<file path="src/rtl/dvs_ravens_pkg.sv">
// -----------------------------------------------------------------------------
// dvs_ravens_pkg
// Shared definitions for the DVS-to-RAVENS path and the RAVENS spike
// serializer.
//   RAVENS_PKT_BYTES : bytes per RAVENS spike packet
//   RAVENS_PKT_BITS  : packet width in bits
//   ravens_ser_state_t : serializer FSM state encoding
// -----------------------------------------------------------------------------
package dvs_ravens_pkg;

  localparam int RAVENS_PKT_BYTES = 4;
  localparam int RAVENS_PKT_BITS  = RAVENS_PKT_BYTES * 8;

  typedef enum logic {
    IDLE = 1'b0,
    SEND = 1'b1
  } ravens_ser_state_t;

endpackage : dvs_ravens_pkg

</file>
<file path="src/rtl/ravens_pkt_fifo2.sv">
// -----------------------------------------------------------------------------
// ravens_pkt_fifo2
// Two-entry circular packet FIFO with a registered occupancy count.
// Ports:
//   clk, rst   : clock, synchronous active-high reset
//   push_i     : write data_i at the write pointer (caller guarantees not full)
//   data_i     : packet to store
//   pop_i      : advance the read pointer (caller guarantees not empty)
//   head_o     : entry at the read pointer
//   count_o    : number of stored entries (0..2)
// -----------------------------------------------------------------------------
module ravens_pkt_fifo2 #(
  parameter int W = 32
) (
  input  logic         clk,
  input  logic         rst,
  input  logic         push_i,
  input  logic [W-1:0] data_i,
  input  logic         pop_i,
  output logic [W-1:0] head_o,
  output logic [1:0]   count_o
);

  logic [W-1:0] mem_q [2];
  logic         wr_ptr_q, wr_ptr_d;
  logic         rd_ptr_q, rd_ptr_d;
  logic [1:0]   count_q,  count_d;

  always_comb begin
    wr_ptr_d = wr_ptr_q ^ push_i;
    rd_ptr_d = rd_ptr_q ^ pop_i;
    count_d  = count_q;
    case ({push_i, pop_i})
      2'b10:   count_d = count_q + 2'd1;
      2'b01:   count_d = count_q - 2'd1;
      default: count_d = count_q;
    endcase
  end

  always_ff @(posedge clk) begin
    if (rst) begin
      wr_ptr_q <= 1'b0;
      rd_ptr_q <= 1'b0;
      count_q  <= 2'd0;
    end else begin
      wr_ptr_q <= wr_ptr_d;
      rd_ptr_q <= rd_ptr_d;
      count_q  <= count_d;
    end
  end

  // Storage needs no reset: an entry is only read after it has been written.
  always_ff @(posedge clk) begin
    if (push_i) begin
      mem_q[wr_ptr_q] <= data_i;
    end
  end

  assign head_o  = mem_q[rd_ptr_q];
  assign count_o = count_q;

endmodule : ravens_pkt_fifo2

</file>
<file path="src/rtl/ravens_spike_serializer.sv">
// -----------------------------------------------------------------------------
// ravens_spike_serializer
// Buffers up to two RAVENS spike packets and emits each one as a byte stream,
// MSB byte first, toward the RAVENS link transmitter. Counts completed packets.
//
// Handshakes (both interfaces): a transfer happens on a rising edge where
// valid & ready are both 1. The source holds valid and its data stable until
// the transfer; ready never depends combinationally on valid.
//
// Ports:
//   clk, rst     : clock, synchronous active-high reset
//   spike_valid  : upstream packet valid
//   spike_pkt    : RAVENS spike packet
//   spike_ready  : a packet can be accepted this cycle (buffer not full)
//   tx_valid     : tx_byte is valid
//   tx_byte      : current output byte
//   tx_last      : tx_byte is the LSB (final) byte of its packet
//   tx_ready     : downstream accepts tx_byte this cycle
//   pkt_count    : packets fully transmitted (wraps)
//   busy         : buffer non-empty or serializer sending
// -----------------------------------------------------------------------------
module ravens_spike_serializer
  import dvs_ravens_pkg::*;
#(
  parameter int PKT_BYTES = RAVENS_PKT_BYTES,
  parameter int CNT_BITS  = 16
) (
  input  logic                   clk,
  input  logic                   rst,
  input  logic                   spike_valid,
  input  logic [PKT_BYTES*8-1:0] spike_pkt,
  output logic                   spike_ready,
  output logic                   tx_valid,
  output logic [7:0]             tx_byte,
  output logic                   tx_last,
  input  logic                   tx_ready,
  output logic [CNT_BITS-1:0]    pkt_count,
  output logic                   busy
);

  localparam int PKT_W = PKT_BYTES * 8;
  localparam int IDX_W = (PKT_BYTES > 1) ? $clog2(PKT_BYTES) : 1;
  localparam logic [IDX_W-1:0] IDX_LAST = IDX_W'(PKT_BYTES - 1);

  ravens_ser_state_t   state_q, state_d;
  logic [IDX_W-1:0]    idx_q,   idx_d;
  logic [PKT_W-1:0]    shift_q, shift_d;
  logic [CNT_BITS-1:0] cnt_q,   cnt_d;

  logic             push;
  logic             pop;
  logic [PKT_W-1:0] fifo_head;
  logic [1:0]       fifo_count;

  // Ready comes from the registered count only, so a pop in this cycle does
  // not open a slot until the next cycle.
  assign spike_ready = (fifo_count < 2'd2);
  assign push        = spike_valid & spike_ready;

  ravens_pkt_fifo2 #(
    .W (PKT_W)
  ) u_fifo (
    .clk     (clk),
    .rst     (rst),
    .push_i  (push),
    .data_i  (spike_pkt),
    .pop_i   (pop),
    .head_o  (fifo_head),
    .count_o (fifo_count)
  );

  always_comb begin
    state_d = state_q;
    idx_d   = idx_q;
    shift_d = shift_q;
    cnt_d   = cnt_q;
    pop     = 1'b0;
    case (state_q)
      IDLE: begin
        if (fifo_count != 2'd0) begin
          pop     = 1'b1;
          shift_d = fifo_head;
          idx_d   = IDX_LAST;
          state_d = SEND;
        end
      end
      SEND: begin
        if (tx_ready) begin
          if (idx_q != '0) begin
            idx_d = idx_q - IDX_W'(1);
          end else begin
            cnt_d = cnt_q + CNT_BITS'(1);
            // Reload directly from the buffer so consecutive packets leave
            // no idle cycle on the byte interface.
            if (fifo_count != 2'd0) begin
              pop     = 1'b1;
              shift_d = fifo_head;
              idx_d   = IDX_LAST;
            end else begin
              state_d = IDLE;
            end
          end
        end
      end
      default: state_d = IDLE;
    endcase
  end

  always_ff @(posedge clk) begin
    if (rst) begin
      state_q <= IDLE;
      idx_q   <= '0;
      shift_q <= '0;
      cnt_q   <= '0;
    end else begin
      state_q <= state_d;
      idx_q   <= idx_d;
      shift_q <= shift_d;
      cnt_q   <= cnt_d;
    end
  end

  // Outputs decode registered state only, so they hold while stalled.
  assign tx_valid  = (state_q == SEND);
  assign tx_byte   = tx_valid ? shift_q[idx_q*8 +: 8] : 8'h00;
  assign tx_last   = tx_valid & (idx_q == '0);
  assign pkt_count = cnt_q;
  assign busy      = (fifo_count != 2'd0) | (state_q == SEND);

endmodule : ravens_spike_serializer

</file>
<file path="config.mk">
export PLATFORM = sky130hd
export DESIGN_NAME = ravens_spike_serializer
export DESIGN_NICKNAME = d
export VERILOG_FILES = /design/src/rtl/dvs_ravens_pkg.sv /design/src/rtl/ravens_pkt_fifo2.sv /design/src/rtl/ravens_spike_serializer.sv
export SDC_FILE = /design/constraint.sdc
export NUM_CORES = 1
export LEC_CHECK = 0
export CORE_MARGIN = 2
export CORE_UTILIZATION = 50
export DETAILED_ROUTE_END_ITERATION = 12
export GPL_TIMING_DRIVEN = 0
export PLACE_DENSITY_LB_ADDON = 0.1
export SLEW_MARGIN = 20
export SYNTH_ARGS = -nofsm -noshare
export SYNTH_HDL_FRONTEND = slang
export SYNTH_SLANG_ARGS = --single-unit
export TNS_END_PERCENT = 5
</file>
<file path="constraint.sdc">
create_clock -name clk -period 6.3 [get_ports clk]
set_clock_uncertainty 0.15 [all_clocks]
set_input_delay 0.945 -clock clk [delete_from_list [all_inputs] [get_ports clk]]
set_output_delay 0.945 -clock clk [all_outputs]
set_load 0.02 [all_outputs]
</file>
## Word level (Yosys, flattened, before mapping)

Memory sizes are Yosys's and may differ from the RTL's. A register that Yosys moved wholly into a read port is not among the register bits.
Index checks and enable logic that the tools add are counted.

- Add/sub/neg operators: 4
- $lt $le $gt $ge: 1
- Equality and inequality tests: 4
- Shift-type cells: 1
- Muxes and demuxes: 20
- Bitwise operators: 7
- Reductions and logical operators: 6

Operator list:

| operator | number |
|---|---|
| $mux W32 | 3 |
| $pmux W32 S2 | 1 |
| $shiftx A32 B6 Y8 | 1 |
| $add A16 B1 Y16 const B | 1 |
| $mux W1 | 8 |
| $mux W8 | 1 |
| $pmux W2 S2 | 2 |
| $mux W2 | 3 |
| $reduce_bool A2 Y1 | 3 |
| $ne A2 B2 Y1 const B | 2 |
| $pmux W1 S2 | 2 |
| $sub A2 B1 Y2 const B | 2 |
| $reduce_and A3 Y1 | 1 |
| $add A2 B1 Y2 const B | 1 |
| $and A1 B1 Y1 | 2 |
| $eq A2 B1 Y1 const B | 1 |
| $eq A2 B2 Y1 const B | 1 |
| $logic_not A2 Y1 | 1 |
| $lt A2 B2 Y1 const B | 1 |
| $not A1 Y1 | 2 |
| $reduce_and A2 Y1 | 1 |
| $xor A1 B1 Y1 | 2 |
| $or A1 B1 Y1 | 1 |

- Bits in registers: 55
- Bits in writable memories: 64
- Input port bits: 36
- Output and inout bits: 28
- Word-level logic and storage cells: 51
- Memories kept: 1

Memories:

| memory | words | bits a word | read ports | clocked after Yosys merged registers in | wr ports | line | source |
|---|---|---|---|---|---|---|---|
| u_fifo.mem_q | 2 | 32 | 1 | 1 | 1 | ravens_pkt_fifo2.sv:24 | `logic [W-1:0] mem_q [2];` |

## Depth between registers and ports, before layout

Gate-level depths: netlist of run 1.

- Depth in word-level cells: 7
- Mapped depth: 8
- Gate-level depth less buffers: 6

## Cells and area by module

A second synthesis of run 1 with hierarchy kept.

- Cells, all modules: 384
- Area, all modules: 4817.1 um^2

Modules (own cells, without submodules):

| module | times used | cells an instance | area an instance (um^2) | seq. area each (um^2) |
|---|---|---|---|---|
| ravens_pkt_fifo2 | 1 | 118 | 2486.1 | 2001.9 |
| ravens_spike_serializer | 1 | 266 | 2331.0 | 1021.0 |

## Least setup slack after synthesis of run 1

No wires, ideal clock.

- Kind: input to register
- Start point: input tx_ready
- End point: register u_fifo.count_q[1], in the netlist u_fifo.count_o[1]
- Setup time: 0.070 ns
- Arrival: 2.604 ns
- Data required time: 6.080 ns
- Setup slack: 3.475 ns
- Stages: 7
- Path buffers: 2
- Cell sequence: or3b_1 a21oi_2 buf_6 buf_2 ha_1 or3_1 a21oi_1

- Word-level cells in the longest chain between the ends: 4
- Elaborated cells between the ends (all ways): 6
- Classes of those cells: eq/ne: 2; mux: 3; reduce/logical: 1

Ends and longest elaborated chain:

| item | line | source |
|---|---|---|
| start, declared | ravens_spike_serializer.sv:36 | `input logic tx_ready,` |
| $mux W1 (*) | ravens_spike_serializer.sv:88 | `if (tx_ready) begin` |
| $pmux W1 S2 (*) | ravens_spike_serializer.sv:78 | `case (state_q)` |
| $eq A2 B1 Y1 or $eq A2 B2 Y1 (tied branches) | ravens_pkt_fifo2.sv:33 | `case ({push_i, pop_i})` |
| $pmux W2 S2 or $reduce_bool A2 Y1 (tied branches) | n/a |  |
| end signal, assigned | ravens_pkt_fifo2.sv:48 | `count_q <= count_d;` |
| end, declared | ravens_pkt_fifo2.sv:27 | `logic [1:0] count_q, count_d;` |

Every way passes the cells marked *; elsewhere a longest branch is shown, timed or not.
A chain may end at the register's enable or synchronous reset.

## Worst setup path in the final report of run 1

- Start point: register idx_q[1]
- End point: output tx_byte[6]

- Word-level cells in the longest chain between the ends: 2

Ends and longest elaborated chain:

| item | line | source |
|---|---|---|
| start, declared | ravens_spike_serializer.sv:46 | `logic [IDX_W-1:0] idx_q, idx_d;` |
| start signal, assigned | ravens_spike_serializer.sv:117 | `idx_q <= idx_d;` |
| $shiftx A32 B6 Y8 | ravens_spike_serializer.sv:125 | `assign tx_byte = tx_valid ? shift_q[idx_q*8 +: 8] : 8'h00;` |
| $mux W8 | ravens_spike_serializer.sv:125 |  |
| end, declared | ravens_spike_serializer.sv:34 | `output logic [7:0] tx_byte,` |

No other way between the ends.

==> results of run 1 <==
## critical path, delay by kind of cell, from the launching register on
family	cells	cell delay (ps)
buffers and inverters	2	870
muxes	1	530
DFF	1	460
and+or+nand+nor	1	190
## cell families after synthesis
family	count (synthesis)
compound gates	51
mux	40
xor+xnor	14
buf+inv	30
flops	119
fa+ha+maj	4
simple gates	97
## per-stage QoR
step	utilization (%)	cells	total power [mW]	hold WS, ps	setup WS, ps
2_1_floorplan	-	355	1.65	325	3480
3_5_place_dp	60.5	548	1.90	336	2690
6_report	66.4	580	2.77	341	2650
5_1_grt	66.4	580	2.92	367	2510
4_1_cts	66.4	580	2.79	344	2620
3_3_place_gp	59.8	546	1.87	318	2700
## area by class of cell
type	count	area, um^2
Buffer	23	124
Clock buffer	23	447
Clock inverter	9	103
Fill cell	708	3100
Inverter	7	26.3
Multi-Input combinational cell	206	1580
Sequential cell	119	3020
Tap cell	129	161
Timing Repair Buffer	64	676
## power groups by stage
stage                     clock network, mW  registers, mW  logic, mW
after global placement                    0           1.14      0.731
after floorplan                           0           1.10      0.549
after CTS                             0.899           1.13      0.768
final                                 0.889           1.12      0.758
after detailed placement                  0           1.14      0.762
after global routing                  0.942           1.15      0.835
## cells in the final DEF (no fill, tap or decap), types with 13 or more instances in the layout
cell	synthesis	routed
edfxtp_1	64	64
clkdlybuf4s50_1	0	62
dfxtp_1	55	55
nor2_1	48	48
mux2i_1	32	32
a211oi_1	22	22
clkbuf_16	0	16
clkbuf_1	8	13
## path summary, 6_finish.rpt
check                           slack [ps]     startpoint                 to
worst min-delay path                   340  pkt_count[15]      pkt_count[15]
worst max register to register        3800       idx_q[0]  u_fifo.count_o[1]
worst max-delay path                  2650       idx_q[1]         tx_byte[6]
worst min register to register         340  pkt_count[15]      pkt_count[15]
## per-layer routing
layer	track usage, %	vias up	part of all wire, %
li1	-	1479	-
met1	25.4	1433	45
met2	32.9	85	49
met3	6.00	14	5.1
met4	7.80	0	1.4
met5	0	-	0
## cell usage after synthesis, drive strengths merged
cell type	count
mux2i	32
nand3	6
clkbuf	8
nand4	4
nand4bb	1
a211oi	32
edfxtp	64
xnor2	10
buf	15
nor2	48
inv	7
a221oi	1
nand2b	1
o31ai	1
mux4	8
a21oi	11
or3b	1
nor4	4
ha	4
nand2	11
xor2	4
and2	10
or3	5
and3	1
o221a	1
dfxtp	55
nor3	2
nor4bb	1
o21ai	3
a31o	2
nor3b	1
or4	1
## sequential cells by signal, indices dropped and copies added, names as in the netlist
| register | count |
|---|---|
| u_fifo.mem_q | 64 |
| u_fifo.count_o | 2 |
| tx_valid | 1 |
| pkt_count | 16 |
| u_fifo.wr_ptr_q | 1 |
| shift_q | 32 |
| u_fifo.rd_ptr_q | 1 |
| idx_q | 2 |
==> results.cfg, run 1 <==
[detailed_routing]
vias_per_cell = 5.19
drt-total-wl_um = 9210
drc = 0
ant_nets = 0
drtIter0Drc = 112
firstDrtPassIters = 4
wl_per_cell_um = 15.9
num_vias = 3011

[floorplanning]
die_x_um = 101
core_mm2 = 0.00924
rows = 35
ioPinCount = 64
die_h_um = 101
start_util_pct = 51.4
die_area_mm2 = 0.0103

[clocking]
cts_tree = done
cts_root_buf = clkbuf_8
cts_buffers = 17
postCtsSetupRepairBufs = 0
clkSlewWorstSetupHoldPaths_ps = 60
htreeDepth = 4
cts_buffer_depth = 2
cts_resized = 0
cts-hold-fix-buffers = 0
cts.sinks = 119
insertion_delay_ps = 510

[timing]
slew_viol_final = 0
min_period_ps = 3650
setup_viol = 0
clock.fmax_mhz = 274
max_slew.worst_pin.slew_ps = 589
hold_viol = 0
rsz0062_at_grt = false
post-route-period-util_pct = 57.9
tns_ps = 0
relSlewSlack_pct = 60.8

[power]
p_seq_share_pct = 40.6
pwr-share-clk_pct = 32.1
swShare_pct = 29.7
p_comb_share_pct = 27.4
powerDensity_mw_per_mm2 = 452
power.net_switching_mw = 0.823
p_leak_nw = 2.09
max-vdd-ir-drop_v = 0.000242
p_int_mw = 1.95

[critical_path]
crit_slowest_cell = clkdlybuf4s50_1
cp_slowest_stage_delay_ps = 540
path_class = register to primary output
cp-start-kind = register
cp.arrival_ps = 2550
path_cells = buf_2 > mux4_2 > and2_1 > clkdlybuf4s50_1
crit_fanout = 10
worstSetupEndpointType = primary output
r2r_cells = 7
critPathRequiredTime_ps = 5200

[synthesis]
synth_compound_area_share_pct = 8.62
yosys_warnings = 0
synth-simple-area-share_pct = 10.4
synth_area_leader_cell = edfxtp_1
synth_top_cell_area_share_pct = 40.5
syn_inst = 355
ys_ff_latch = 119
muxShareOfSynthArea_pct = 10.5
synth_nets = 395
synth_cell_types = 41
yosys.area_share.adder_pct = 1.05
synth_xor_xnor_area_share_pct = 2.58
postSynthAreaPerCell_um2 = 13.4
ys_seq_area_share_pct = 63.7
synth_top_family_by_area = multiplexers
synth_area_mm2 = 0.00475
ys_top_cells_by_area = edfxtp_1 40%, dfxtp_1 23%, mux2i_1 6.7%, mux4_2 3.8%, nor2_1 3.8%

[hold_path]
hp-class = register to register
hold_depth = 2

[finish]
synthToLayoutAreaGrowth_pct = 29.3
antenna_cells = 0
final_cell_area_mm2 = 0.00614
layout.nets = 478
drive_gt1_share_pct = 15.3

[global_routing]
grt_start_max_net_pins = 23
grtUsageTotal_pct = 20.1
grt_pass1_vias = 3101
overflow = 0
antenna_found_initial = 0
grt_pass1_wl_um = 15300

[place]
post-dp-hpwl_um = 6400
dpl-instance-area_mm2 = 0.00559
numPortBuffers = 62
gp_congestion = 0.794

[flow_run]
maxCapViolCount = 0

[status]
status = finished clean
(Power assumes the default switching activity.)
==> run 2, diff against run 1 <==
--- a/config.mk
+++ b/config.mk
@@ -6,7 +6,7 @@
 export NUM_CORES = 1
 export LEC_CHECK = 0
 export CORE_MARGIN = 2
-export CORE_UTILIZATION = 50
+export CORE_UTILIZATION = 49
 export DETAILED_ROUTE_END_ITERATION = 12
 export GPL_TIMING_DRIVEN = 0
 export PLACE_DENSITY_LB_ADDON = 0.1
==> constraint.sdc (replaced) <==
create_clock -name clk -period 3.3 [get_ports clk]
set_clock_uncertainty 0.15 [all_clocks]
set_input_delay 0.495 -clock clk [delete_from_list [all_inputs] [get_ports clk]]
set_output_delay 0.495 -clock clk [all_outputs]
set_load 0.02 [all_outputs]
==> run 2 against run 1 <==
  * Sequential power up 93%
  * Via count up 1.4%
  * Critical path type unchanged
  * Sequential cell count unchanged
  * Clock power up 82%
  * Highest routed layer unchanged
  * Critical path depth unchanged
  * Final cell count unchanged
==> results.cfg, run 2 (same netlist as run 1, synthesis figures left out) <==
[status]
status = finished clean

[detailed_routing]
drt-total-wl_um = 9520
num_vias = 3054
highest_layer = met4
vias_per_cell = 5.27
drc = 0
drtIter0Drc = 123
route.met2.wl_um = 4600
wl_met1_um = 4330
firstDrtPassIters = 4
dr_wl_met3_um = 446
wl_per_cell_um = 16.4
ant_nets = 0

[finish]
layout.nets = 478
regMostFlops = u_fifo.mem_q
largest_reg_flops = 64
antenna_cells = 0
multi_input_area_mm2 = 0.00158
drive_gt1_share_pct = 16.4
layout_commonest_cell = edfxtp_1
synthToLayoutAreaGrowth_pct = 28.6
layout_common_cells = 64 x edfxtp_1, 62 x clkdlybuf4s50_1, 55 x dfxtp_1
seqCellArea_mm2 = 0.00302
fillerInstances = 725

[timing]
relSlewSlack_pct = 60.1
post-route-period-util_pct = 96.1
min_period_ps = 3170
max_slew.worst_pin.slew_ps = 599
setup_viol = 0
whs_ps = 341
slew_viol_final = 0
clock.fmax_mhz = 315
hold_viol = 0
tns_ps = 0

[clocking]
cts_buffers = 17
cts-hold-fix-buffers = 0
insertion_delay_ps = 510
cts_buffer_depth = 2
cts.sinks = 119
htreeDepth = 4
cts_tree = done
clkSlewWorstSetupHoldPaths_ps = 50
cts_root_buf = clkbuf_8

[floorplanning]
start_util_pct = 50.9
rows = 35
die_area_mm2 = 0.0105
ioPinCount = 64
core_mm2 = 0.00933
die_x_um = 102
die_h_um = 102

[critical_path]
path_class = register to primary output
cp-start-kind = register
path_buf_inv = 2
path_cells = clkbuf_4 > mux4_2 > and2_1 > clkdlybuf4s50_1
worstSetupEndpointType = primary output
crit_fanout = 10
crit_slowest_cell = clkdlybuf4s50_1
cp.arrival_ps = 2530
cp_slowest_stage_delay_ps = 540
critPathRequiredTime_ps = 2650
cpLargestDelayFamily = buffers and inverters

[place]
post-dp-hpwl_um = 6530
gp_congestion = 0.787
numPortBuffers = 62

[global_routing]
grt_start_max_net_pins = 26
grtUsageTotal_pct = 19.8
overflow = 0
antenna_found_initial = 0
grt_pass1_wl_um = 15300
grt_pass1_vias = 3050

[power]
pwr-share-clk_pct = 31.0
max-vdd-ir-drop_v = 0.000539
power.net_switching_mw = 1.62
p_leak_nw = 2.09
p_comb_share_pct = 27.8
powerDensity_mw_per_mm2 = 857
p_int_mw = 3.61
swShare_pct = 30.9
p_seq_share_pct = 41.2

[hold_path]
hp-class = input pin to register

[flow_run]
maxCapViolCount = 0
run 2: cell types whose count changed in the layout (fill, tap and decap cells not counted), sizes merged:
cell    before  now
clkinv       3    9
buf         17   16
bufinv       2    1
clkbuf      31   27
run 2: routing by layer:
metal / up-vias / track usage (%)
li1: 1483 / -
met1: 1482 / 26.1
met2: 75 / 30.9
met3: 14 / 5.54
met4: 0 / 8.72
met5: - / 0
run 2: what timing repair did:
| action | 4_1_cts | 5_1_grt |
|---|---|---|
| setup buffers | 0 | 0 |
| gates resized for setup | 0 | 1 |
| setup endpoints to repair | 0 | 4 |
| endpoints found under the hold margin | 0 | 0 |
run 2: metrics by stage:
| stage | total power [mW] | area (um^2) | utilization (%) | cells | worst slack, ps |
|---|---|---|---|---|---|
| 2_1_floorplan | 3.16 | 4750 | - | 355 | 925 |
| 3_3_place_gp | 3.57 | 5530 | 59.3 | 546 | 157 |
| 3_5_place_dp | 3.62 | 5570 | 59.8 | 548 | 122 |
| 4_1_cts | 5.26 | 6100 | 65.4 | 580 | 63.0 |
| 5_1_grt | 5.50 | 6110 | 65.5 | 580 | -0.605 |
| 6_report | 5.23 | 6110 | 65.5 | 580 | 128 |
run 2: cell type report:
cell class	instances	area share (%)
plain buffers	23	2.07
clock buffers	18	6.84
clock inverters	14	1.82
inverters	7	0.430
multi-input cells	206	25.9
flip-flops and latches	119	49.5
well taps	129	2.64
repair buffers	64	10.8
run 2: power by group through the flow:
stage / registers (mW) / logic, mW / clock network, mW
detailed placement: 2.18 / 1.45 / 0
global route: 2.19 / 1.59 / 1.72
CTS: 2.15 / 1.46 / 1.65
global placement: 2.17 / 1.40 / 0
floorplan: 2.11 / 1.05 / 0
finish: 2.16 / 1.46 / 1.62
run 2: worst paths after layout:
check,startpoint,endpoint,slack (ps),cells past startpoint
worst max-delay path,idx_q[1],tx_byte[6],130,4
worst min-delay path,rst,shift_q[10],340,2
worst max register to register,idx_q[0],u_fifo.count_o[1],760,7
worst min register to register,pkt_count[15],pkt_count[15],350,2
==> run 3, diff against run 2 <==
--- a/config.mk
+++ b/config.mk
@@ -5,6 +5,7 @@
 export SDC_FILE = /design/constraint.sdc
 export NUM_CORES = 1
 export LEC_CHECK = 0
+export ABC_AREA = 1
 export CORE_MARGIN = 2
 export CORE_UTILIZATION = 49
 export DETAILED_ROUTE_END_ITERATION = 12
==> run 3 against run 2 <==
  * Maximum frequency rose by 3.6%
  * Highest routed layer unchanged
  * Global-route usage rose by 0.17 points
  * Sequential power barely moved
  * Largest cell class unchanged
  * Routed wire length rose by 6.7%
==> results.cfg, run 3 <==
[finish]
layout_common_cells = 134 x nand2_1, 127 x nor2_1, 64 x edfxtp_1
layout.nets = 663
layout_commonest_cell = nand2_1
synthToLayoutAreaGrowth_pct = 29.7
regMostFlops = u_fifo.mem_q
antenna_cells = 0
drive_gt1_share_pct = 9.59
largest_reg_flops = 64

[synthesis]
synth_cell_types = 27
ys_ff_latch = 119
yosys_warnings = 0
yosysMostFrequentCell = nand2_1
ys_top_cells_by_area = edfxtp_1 39%, dfxtp_1 23%, nand2_1 10%, nor2_1 9.8%, o21ai_0 5.3%
postSynthAreaPerCell_um2 = 9.06
synth_top_cell_area_share_pct = 39.3
ys_seq_area_share_pct = 61.9
synth_edf_count = 64
synth_nets = 579
synth_area_mm2 = 0.00488
syn_inst = 539
async_reset_ff_share_pct = 0
synthTopCellsByCount = 134 x nand2_1, 127 x nor2_1, 64 x edfxtp_1
ys.flop_type = edfxtp_1
synth_area_leader_cell = edfxtp_1

[place]
numPortBuffers = 63
post-dp-hpwl_um = 7260
gp_congestion = 0.830

[timing]
max_slew.worst_pin.slew_ps = 491
clock.fmax_mhz = 327
min_period_ps = 3060
tns_ps = 0
rsz0062_at_grt = false
slew_viol_final = 0
hold_viol = 0
setup_viol = 0
post-route-period-util_pct = 92.8
relSlewSlack_pct = 67.3

[clocking]
cts_tree = done
htreeDepth = 4
cts.sinks = 119
cts_buffer_depth = 2
cts_buffers = 17
cts-hold-fix-buffers = 0
postCtsSetupRepairBufs = 0
insertion_delay_ps = 510
cts_resized = 0
clkSlewWorstSetupHoldPaths_ps = 60
cts_root_buf = clkbuf_8

[global_routing]
grt_start_max_net_pins = 26
grt_pass1_vias = 3733
overflow = 0
grtUsageTotal_pct = 20.0
grt_pass1_wl_um = 17100
antenna_found_initial = 0

[critical_path]
cp.arrival_ps = 2420
critPathRequiredTime_ps = 2650
path_class = register to primary output
cp-start-kind = register
crit_fanout = 10
worstSetupEndpointType = primary output

[detailed_routing]
drc = 0
wl_per_cell_um = 13.2
vias_per_cell = 4.90
num_vias = 3767
firstDrtPassIters = 4
drtIter0Drc = 172
ant_nets = 0
drt-total-wl_um = 10200

[floorplanning]
core_mm2 = 0.00973
ioPinCount = 64
start_util_pct = 50.2
die_x_um = 104
die_h_um = 104
die_area_mm2 = 0.0108
rows = 36

[power]
p_leak_nw = 2.50
powerDensity_mw_per_mm2 = 903
finalPower_mw = 5.72
max-vdd-ir-drop_v = 0.000461

[hold_path]
hp-class = register to register

[status]
status = finished clean

[flow_run]
maxCapViolCount = 0
==> run 3: cell count changes after synthesis, sizes merged, moves of 7 or more <==
| cell | delta |
|---|---|
| nand3 | +7 |
| mux2i | -32 |
| mux4 | -8 |
| xnor2 | -10 |
| a21oi | +15 |
| inv | +17 |
| and2 | -10 |
| nand2 | +127 |
| a211oi | -32 |
| o21ai | +54 |
| nor2 | +83 |
==> run 3: where the power goes <==
part / leakage (nW) / switching (mW) / internal, mW
Clock: 0.288 / 0.635 / 1.22
Combinational: 1.17 / 1.09 / 0.644
Sequential: 1.05 / 0.184 / 1.95
Total: 2.50 / 1.91 / 3.81
==> run 3: worst paths after layout <==
check                     from                end  slack [ps]  cells past startpoint
min reg2reg        shift_q[10]        shift_q[10]         340                      2
max reg2reg  u_fifo.count_o[0]  u_fifo.count_o[1]        1250                     10
max                   idx_q[0]         tx_byte[6]         240                      6
min                shift_q[10]        shift_q[10]         340                      2
==> run 3: routing by layer <==
metal  up-vias  global-route usage [%]  wire (um)
met3        13                    5.35        486
met1      1737                    23.8       4380
met4         0                    7.53        156
met2        88                    34.6       5130
met5         -                       0          0
li1       1929                       -          -
==> run 3: area by class of cell <==
type | instances | area [um^2]
Timing Repair Buffer | 65 | 678
Multi-Input combinational cell | 372 | 1630
Tap cell | 133 | 166
Sequential cell | 119 | 3020
Fill cell | 838 | 3390
Clock buffer | 18 | 418
Clock inverter | 14 | 184
Inverter | 26 | 113
Buffer | 22 | 124
==> run 3: cells by family (layout without fill, tap and decap cells) <==
family | Yosys count | in the layout | synth area share, %
adder cells (fa/ha/maj) | 4 | 4 | 1.02
XOR/XNOR | 1 | 1 | 0.179
AO/OA/AOI/OAI | 83 | 83 | 8.73
AND/OR/NAND/NOR | 284 | 284 | 23.3
flip-flops | 119 | 119 | 61.9
buffers and inverters | 48 | 145 | 4.84
==> run 3: stage by stage <==
stage                     setup WS [ps]  instances  hold slack, ps  cell area (um^2)  utilization, %
after floorplan                    1270        539             299              4880               -
after global placement              348        735             317              5680            58.4
after detailed placement            722        737             325              5730            58.9
after CTS                           257        769             339              6340            65.1
after global routing                130        769             354              6340            65.1
final                               239        769             335              6340            65.1
==> run 3: critical path, cell delays in order, from the launching register on <==
cell and delay, ps:
dfxtp_1 310, buf_6 140, clkinv_8 70, clkbuf_1 320
o21ai_0 170, a21oi_1 240, clkdlybuf4s50_1 650
==> patch, RTL diff (settings of run 3) <==
Take the reset off `shift_q` and load it in a clocked block of its own.
--- a/src/rtl/ravens_spike_serializer.sv
+++ b/src/rtl/ravens_spike_serializer.sv
@@ -110,14 +110,16 @@
     if (rst) begin
       state_q <= IDLE;
       idx_q   <= '0;
-      shift_q <= '0;
       cnt_q   <= '0;
     end else begin
       state_q <= state_d;
       idx_q   <= idx_d;
-      shift_q <= shift_d;
       cnt_q   <= cnt_d;
     end
+  end
+
+  always_ff @(posedge clk) begin
+    shift_q <= shift_d;
   end
 
   // Outputs decode registered state only, so they hold while stalled.
Function: no difference found for any inputs over 10 cycles, from zero or initial values and one cycle with rst high; that may be too few to reach the edited logic, so the function may still have changed.
==> patch against run 3 <==
- worst hold slack better by 0.028 ns
- global-route usage shrank 1.5 points
- routed wire length down 12%
- setup slack better by 0.069 ns
- first-iteration DRC count down 8.1%
- total power shrank 2.8%
- combinational power shrank 15%
- highest routed layer unchanged
- register-to-register slack improved by 0.19 ns
- die area shrank 2.4%
- cell area shrank 1.5%
- sequential power is 4% higher
- via count is 20% lower
- synthesized area shrank 2.5%
- sequential cell count stayed put
==> patch: results (changes against run 3) <==
clk_lat worst skew = 0.51 ns (about the same)
DR iter-0 viols = 158 (-8.1%)
Synth cell types = 28 (+3.7%)
diodes inserted = 0 (unchanged)
total track usage = 18.5% (-1.5 points)
WL per Instance = 15.0 µm (+13%)
EDFF count, synth = 96 (+50%)
via count = 3021 (-20%)
crit path DAT = 2.35 ns (-0.07 ns)
fill count = 709 (-15%)
synth cell count leaders = edfxtp_1, nor2_1, nand2_1
GPL Wtd Cong = 0.829 (about the same)
Hold WS = 0.364 ns (+0.0284 ns)
Slew @ Worst Pin = 0.407 ns (-0.0841 ns)
register area share after synthesis = 70.2% (+8.3 points)
Syn Inst Count = 374 (-31%)
syn_nets = 414 (-28%)
switching portion of total power = 28.5% (-4.9 points)
Inst Count DP = 569 (-23%)
Final #Nets = 499 (-25%)
share of cells above drive strength 1 = 17.9% (+8.3 points)
Leak Pwr = 0.00223 µW (-11%)
Final HPWL DP = 6.01 mm (-17%)
largest reg by FF count = u_fifo.mem_q
max FFs per register = 64 (unchanged)
Hold Path Class = reg -> reg
vias in the first global route = 2929 (-22%)
Port Buf Inserts = 63 (unchanged)
DR pass1 iterations = 4 (unchanged)
Max H-tree Level = 4 (unchanged)
outcome = finished clean
Max IR drop VDD = 0.480 mV (+4.2%)
pre-CTS setup slack = 0.798 ns (+0.0756 ns)
cells taking the most area after synthesis = edfxtp_1, dfxtp_1, mux2_2, nor2_1, nand2_1
largest net degree at the start of global routing = 28 (+7.7%)
Via-to-Cell Ratio = 5.04 (+3.0%)
global-route wire length before repair = 14.2 mm (-17%)
flop-to-flop setup slack = 1.44 ns (+0.19 ns)
TritonCTS Buffers = 17 (unchanged)
Ys Warns = 0 (unchanged)
postcts setup bufs = 0 (unchanged)
setup ws final = 0.308 ns (+0.0690 ns)
Post-synth ARST share = 0% (unchanged)
[patch: worst max-delay path, stage by stage, from the launching register on]
cell	delay, ns
dfxtp_1	0.32
inv_2	0.16
buf_1	0.31
o21ai_0	0.17
a21oi_1	0.22
clkdlybuf4s50_1	0.66
[patch: through the flow]
step           setup TNS, ns  util (%)  instance area, µm²
3_5_place_dp               0      60.4                5640
5_1_grt                    0      66.9                6240
2_1_floorplan              0         -                4760
4_1_cts                    0      66.9                6240
6_report                   0      66.9                6240
3_3_place_gp          -15.42      59.6                5560
[patch: routing by layer]
layer | up-vias | wire length, µm | track usage, %
met5 | - | 0 | 0
met4 | 0 | 145 | 7.49
met3 | 13 | 474 | 6.03
met2 | 93 | 4370 | 29.0
met1 | 1433 | 3970 | 24.0
li1 | 1482 | - | -
[patch: power groups by stage]
| stage | sequential [µW] | clock (µW) | combinational, µW |
|---|---|---|---|
| 6_report | 2210 | 1880 | 1470 |
| 5_1_grt | 2230 | 1980 | 1620 |
| 4_1_cts | 2210 | 1900 | 1500 |
| 3_5_place_dp | 2230 | 0 | 1490 |
| 3_3_place_gp | 2250 | 0 | 1370 |
| 2_1_floorplan | 2210 | 0 | 920 |
[patch: cells by family (layout without fill, tap and decap cells)]
logic type | count (synthesis) | after routing | share of synthesized area, %
simple gates | 135 | 135 | 12.8
flops | 119 | 119 | 70.2
buf+inv | 37 | 133 | 3.34
compound gates | 46 | 46 | 4.91
xor+xnor | 1 | 1 | 0.184
fa+ha+maj | 4 | 4 | 1.05
mux | 32 | 32 | 7.56
[patch: layout make-up]
class	instances	area (µm²)	share of cell area, %
Buffer	10	57.6	0.922
Clock buffer	19	422	6.76
Clock inverter	11	181	2.91
Inverter	27	101	1.62
Multi-Input combinational cell	218	1270	20.4
Sequential cell	119	3340	53.6
Tap cell	129	161	2.59
Timing Repair Buffer	66	698	11.2
[patch: final timing paths]
check | from | to | depth (start not counted)
max | idx_q[0] | tx_byte[2] | 5
min | u_fifo.count_o[0] | u_fifo.count_o[0] | 1
max reg2reg | idx_q[0] | u_fifo.count_o[1] | 9
min reg2reg | u_fifo.count_o[0] | u_fifo.count_o[0] | 1
